## src/rtl/fetch_unit.sv

```systemverilog
// fetch_unit: single-outstanding instruction fetch stage with hold buffer feeding the IF/ID registers
module fetch_unit #(
  parameter logic [31:0] RESET_PC = 32'h0040_0000,
  parameter logic [31:0] NOP_INST = 32'h0000_0013
) (
  input  logic        clk,
  input  logic        rst,
  input  logic        en,
  input  logic [31:0] pc_if,
  output logic        pc_stall,
  input  logic        flush,
  output logic        imem_req,
  output logic [31:0] imem_addr,
  input  logic        imem_ready,
  input  logic        imem_rvalid,
  input  logic [31:0] imem_rdata,
  input  logic        id_stall,
  output logic        id_valid,
  output logic [31:0] id_pc,
  output logic [31:0] id_inst
);
  typedef enum logic [1:0] {IDLE, WAIT, HOLD, DROP} state_t;
  state_t state, state_n;
  logic [31:0] req_pc, hold_pc, hold_inst, dlv_pc, dlv_inst;
  logic deliver;
  always_ff @(posedge clk)
    state <= rst ? IDLE : state_n;
  always_comb begin
    state_n = state;
    case (state)
      IDLE: state_n = (imem_req && imem_ready) ? WAIT : IDLE;
      WAIT: state_n = flush ? (imem_rvalid ? IDLE : DROP) : imem_rvalid ? (id_stall ? HOLD : IDLE) : WAIT;
      HOLD: state_n = (flush || !id_stall) ? IDLE : HOLD;
      DROP: state_n = imem_rvalid ? IDLE : DROP;
    endcase
  end
  always_comb begin
    imem_req  = state == IDLE && en && !flush && !rst;
    imem_addr = pc_if;
    deliver   = !rst && !flush && !id_stall && ((state == WAIT && imem_rvalid) || state == HOLD);
    dlv_pc    = state == HOLD ? hold_pc : req_pc;
    dlv_inst  = state == HOLD ? hold_inst : imem_rdata;
    pc_stall  = !deliver;
  end
  always_ff @(posedge clk) begin
    if (rst) begin
      req_pc    <= RESET_PC;
      hold_pc   <= '0;
      hold_inst <= '0;
    end else begin
      if (imem_req && imem_ready) req_pc <= pc_if;
      if (state == WAIT && imem_rvalid && !flush && id_stall) begin
        hold_pc   <= req_pc;
        hold_inst <= imem_rdata;
      end
    end
  end
  // IF/ID priority: reset, flush, ID stall, delivery, bubble
  always_ff @(posedge clk) begin
    if (rst) begin
      id_valid <= 1'b0;
      id_pc    <= RESET_PC;
      id_inst  <= NOP_INST;
    end else if (flush) begin
      id_valid <= 1'b0;
      id_inst  <= NOP_INST;
    end else if (!id_stall) begin
      id_valid <= deliver;
      id_pc    <= deliver ? dlv_pc : id_pc;
      id_inst  <= deliver ? dlv_inst : NOP_INST;
    end
  end
endmodule

```

## config.mk

```make
export PLATFORM = sky130hd
export DESIGN_NAME = fetch_unit
export DESIGN_NICKNAME = d
export VERILOG_FILES = /design/src/rtl/fetch_unit.sv
export SDC_FILE = /design/constraint.sdc
export NUM_CORES = 1
export LEC_CHECK = 0
export CORE_MARGIN = 2
export CORE_UTILIZATION = 53
export DETAILED_ROUTE_END_ITERATION = 8
export GPL_TIMING_DRIVEN = 0
export PLACE_DENSITY = 0.85
export RECOVER_POWER = 100
export SLEW_MARGIN = 40
export SYNTH_ARGS = -nofsm -noshare
export SYNTH_HDL_FRONTEND = slang
export SYNTH_SLANG_ARGS = --single-unit
export TNS_END_PERCENT = 30
```

## constraint.sdc

```tcl
create_clock -name clk -period 4.2 [get_ports clk]
set_clock_uncertainty 0.15 [all_clocks]
set_input_delay 0.63 -clock clk [delete_from_list [all_inputs] [get_ports clk]]
set_output_delay 0.63 -clock clk [all_outputs]
set_load 0.05 [all_outputs]
```

; ---- After elaboration in Yosys (flattened, before gate mapping)
; Index checks and enable logic that the tools add are counted.
[word_totals]
mem_count = 0
in_bits = 71
romBits = 0
ff_bits = 163
out_inout_bits = 99
ramBits = 0
word_cells = 41
latch_bits = 0
[op_classes]
n_eq_ne = 3
mux = 10
n_reduce_logical = 19
order_cmp = 0
shifts = 0
bitwise = 2
n_addsub = 0
multipliers = 0
div_mod_pow = 0
[ops]
columns = op, count
row1 = 2-to-1 mux 32 bit, 3
row2 = logical AND 1 bit, 10
row3 = 2-to-1 mux 2 bit, 5
row4 = one-hot mux 2 bit (4 select lines), 1
row5 = "== test 2 bit, second input constant", 2
row6 = zero test 1 bit, 4
row7 = AND reduction 3 bit, 1
row8 = "== test 2 x 1 -> 1 bit, second input constant", 1
row9 = zero test 2 bit, 1
row10 = logical OR 1 bit, 2
row11 = NOT 1 bit, 2
row12 = OR reduction 2 bit, 1
row13 = 2-to-1 mux 1 bit, 1

; ---- Depth between registers and ports, before layout
; Gate-level depths: netlist of run 1.
[depth]
depth_word = 7
depth_mapped = 5
ltp_nobuf = 3

; ---- Worst setup path before layout of run 1
; Ideal clock, no wire load.
[synth_timing]
path_type = input to output
startpoint = in flush
endpoint = out imem_req
arrival_time_ns = 1.805
stages = 2
path_slack_ns = 1.615
n_path_buf = 0
t_required_ns = 3.420
cell_sequence = or4b_1 > nor2_1
[synth_between]
elab_chain_len = 3
[synth_rtl]
columns = element, line_no
row1 = "start, declared", 11  ; input logic flush,
row2 = zero test 1 bit, 38  ; imem_req = state == IDLE && en && !flush && !rst;
row3 = logical AND 1 bit (2 in a row), 38
row4 = "end, declared", 12  ; output logic imem_req,
; Every way passes these cells.

; ---- Worst setup path in the final report of run 1
[layout_timing]
startpoint = in rst
endpoint = out pc_stall
[layout_between]
elab_chain_len = 5
[layout_rtl]
columns = element, line_no
row1 = "start, declared", 7  ; input logic rst,
row2 = zero test 1 bit, 40  ; deliver = !rst && !flush && !id_stall && ((state == WAIT && imem_rvalid) || state == HOLD);
row3 = logical AND 1 bit (3 in a row), 40
row4 = zero test 1 bit, 43  ; pc_stall = !deliver;
row5 = "end, declared", 10  ; output logic pc_stall,
; Every way passes these cells.

==> results of run 1 <==
final timing paths:
kind | slack (ps) | startpoint | to | depth (start not counted)
max | 150 | rst | pc_stall | 5
min | 290 | id_valid$_SDFFE_PP0N_ | id_valid$_SDFFE_PP0N_ | 2
max reg2reg | 1660 | state[0]$_SDFF_PP0_ | req_pc[23]$_SDFFE_PP0P_ | 5
min reg2reg | 290 | id_valid$_SDFFE_PP0N_ | id_valid$_SDFFE_PP0N_ | 2
cell families (layout without fill, tap and decap cells):
logic type / Yosys count / after routing / share of synthesized area, %
AOI/OAI and AO/OA: 164 / 164 / 12.0
DFF: 163 / 163 / 46.6
muxes: 128 / 128 / 20.4
and+or+nand+nor: 173 / 173 / 13.1
buffers and inverters: 96 / 297 / 7.81
worst max-delay path: cells and delay by family:
family | cells | cell delay [ps]
buffers and inverters | 4 | 2420
AO/OA/AOI/OAI | 1 | 210
state kept, by name, indices dropped and copies added, names as in the netlist:
signal	count
hold_inst	32
hold_pc	32
id_inst	32
id_pc	32
req_pc	32
state	2
id_valid	1
layout by cell type (no fill, tap or decap), drive strengths merged, types with 6 or more instances in the layout:
master | netlist | routed
dfxtp | 163 | 163
clkbuf | 46 | 73
nor2 | 6 | 6
nand2 | 32 | 32
nor2b | 31 | 31
buf | 49 | 43
nand3 | 64 | 64
clkdlybuf4s50 | 0 | 69
nand2b | 34 | 34
dlygate4sd3 | 0 | 100
mux2i | 94 | 94
o21ai | 93 | 93
mux2 | 34 | 34
a21oi | 66 | 66
clkinv | 0 | 7
report_power, final:
group / switching (uW) / internal [uW] / leakage [uW] / total (uW)
Sequential: 10.1 / 1560 / 0.00132 / 1570
Combinational: 170 / 138 / 0.00258 / 308
Clock: 602 / 974 / 0.000302 / 1580
routing by layer:
layer / global-route usage, % / vias up / wire, um / part of all wire (%)
met3: 5.22 / 16 / 1110 / 6.2
li1: - / 2859 / - / -
met5: 0 / - / 0 / 0
met2: 41.6 / 224 / 8510 / 48
met4: 7.96 / 0 / 208 / 1.2
met1: 32.7 / 2832 / 7900 / 45
layout make-up:
class	instances	area, um^2	share of cell area (%)
Sequential cell	163	3260	34.9
Buffer	95	485	5.19
Inverter	1	3.75	0.0401
Clock inverter	11	133	1.42
Clock buffer	21	470	5.03
Multi-Input combinational cell	465	3090	33.1
Tap cell	172	215	2.30
Timing Repair Buffer	169	1690	18.1
through the flow:
step	instance area, um^2	power [uW]	util [%]
finish	9360	3450	73.2
global placement	8910	1930	69.7
floorplan	7000	1780	-
global route	9360	3560	73.2
CTS	9510	3490	74.5
detailed placement	8910	1930	69.7
==> impl_metrics.ini, run 1 <==
[run_status]
status = completed

[floorplanning]
die_width_um = 119
die_h_um = 119
ioPinCount = 170
rows = 41
core_um2 = 12800
die_area_um2 = 14100
start_util_pct = 54.8

[synthesis]
yosys-top-cells-area = dfxtp_1 (47%), mux2i_1 (13%), o21ai_0 (6.6%)
syn-num-nets = 795
synth_top_area_share_pct = 46.6
avgSynthCellArea_um2 = 9.67
synth_common_cells = dfxtp_1 (163), mux2i_1 (94), o21ai_0 (93)
yosys_warnings = 0
ys_ff_latch = 163
synth_most_common_cell = dfxtp_1
yosysTopAreaCell = dfxtp_1
syn_inst = 724
async_reset_ff_share_pct = 0
synth_edf_count = 0
synth_area_um2 = 7000
synth_cell_types = 27
ys_seq_area_share_pct = 46.6
ys.flop_type = dfxtp_1

[final_layout]
drive_above_1_share_pct = 8.54
finalNonFillerCells = 1097
fillers = 948
antenna_cells = 0
syn2layout_area_growth_pct = 33.6
nNetsFinal = 983

[cts]
post_cts_resized = 0
numCtsBuffers = 17
cts_setup_buffers = 0
clk_path_buf_depth = 2
cts_tree = yes
h-tree-depth = 4
clkSinkCount = 163
worstSkewPairLatency_ps = 420
postCtsHoldBufs = 0
cts_root_buf = clkbuf_16
clkSlewWorstSetupHoldPaths_ps = 60

[timing]
finalSetupTns_ps = 0
worst_pin_slew_ps = 803
worst_hold_slack_ps = 293
period_share_pct = 96.4
slew_headroom_pct = 46.5
rsz0062_at_grt = false
fmax_mhz = 247
final_hold_viol_count = 0
maxSlewViolCount = 0
min_period_ps = 4050
finalSetupViolations = 0
setup_ws_ps = 152

[setup_path]
crit_slowest_cell = clkdlybuf4s50_1
cp_data_required_time_ps = 3420
critPathMaxStageDelay_ps = 900
path_max_fanout = 10
cp-start-kind = input port
worstSetupPathType = input port to output pin
worstPathCellList = dlygate4sd3_1 -> a2111o_1 -> buf_2 -> clkbuf_1 -> clkdlybuf4s50_1
arrival_ps = 3270
cp-end-kind = output pin

[placement]
place_inst = 1065
hpwl_um = 12200
dp_slack_ps = 302
numPortBuffers = 169
gp_congestion = 0.792

[grt]
antenna_found_initial = 0
grt-ovfl-total = 0
grt_pass1_vias = 5746
grt.total_usage_pct = 25.0
grt_first_pass_wirelength_um = 28500
grt_max_degree = 17

[hold_path]
hold_path_class = flop to flop

[routing]
drtIter0Drc = 441
via_per_inst = 5.41
drt-pass1-iter-count = 6
drt-total-wl_um = 17700
routedWlPerCell_um = 16.2
vias = 5931
drcViolationCount = 0
postRouteAntennaNets = 0

[power_and_ir_drop]
power.density_nw_per_um2 = 369
cellLeakagePower_uw = 0.00420
ir_drop_mv = 0.255

[flow_run]
drv_cap = 0
(Power assumes the default switching activity.)
==> run 2, diff against run 1 <==
Settings changed: ABC_AREA set to 0.
==> results of run 2 <==
The final DEF is identical to that of run 1; final timing and power are the same.
==> run 3, diff against run 2 <==
Settings changed: ABC_CLOCK_PERIOD_IN_PS set to 4200.
==> results of run 3 <==
The final DEF is identical to that of run 1; final timing and power are the same.
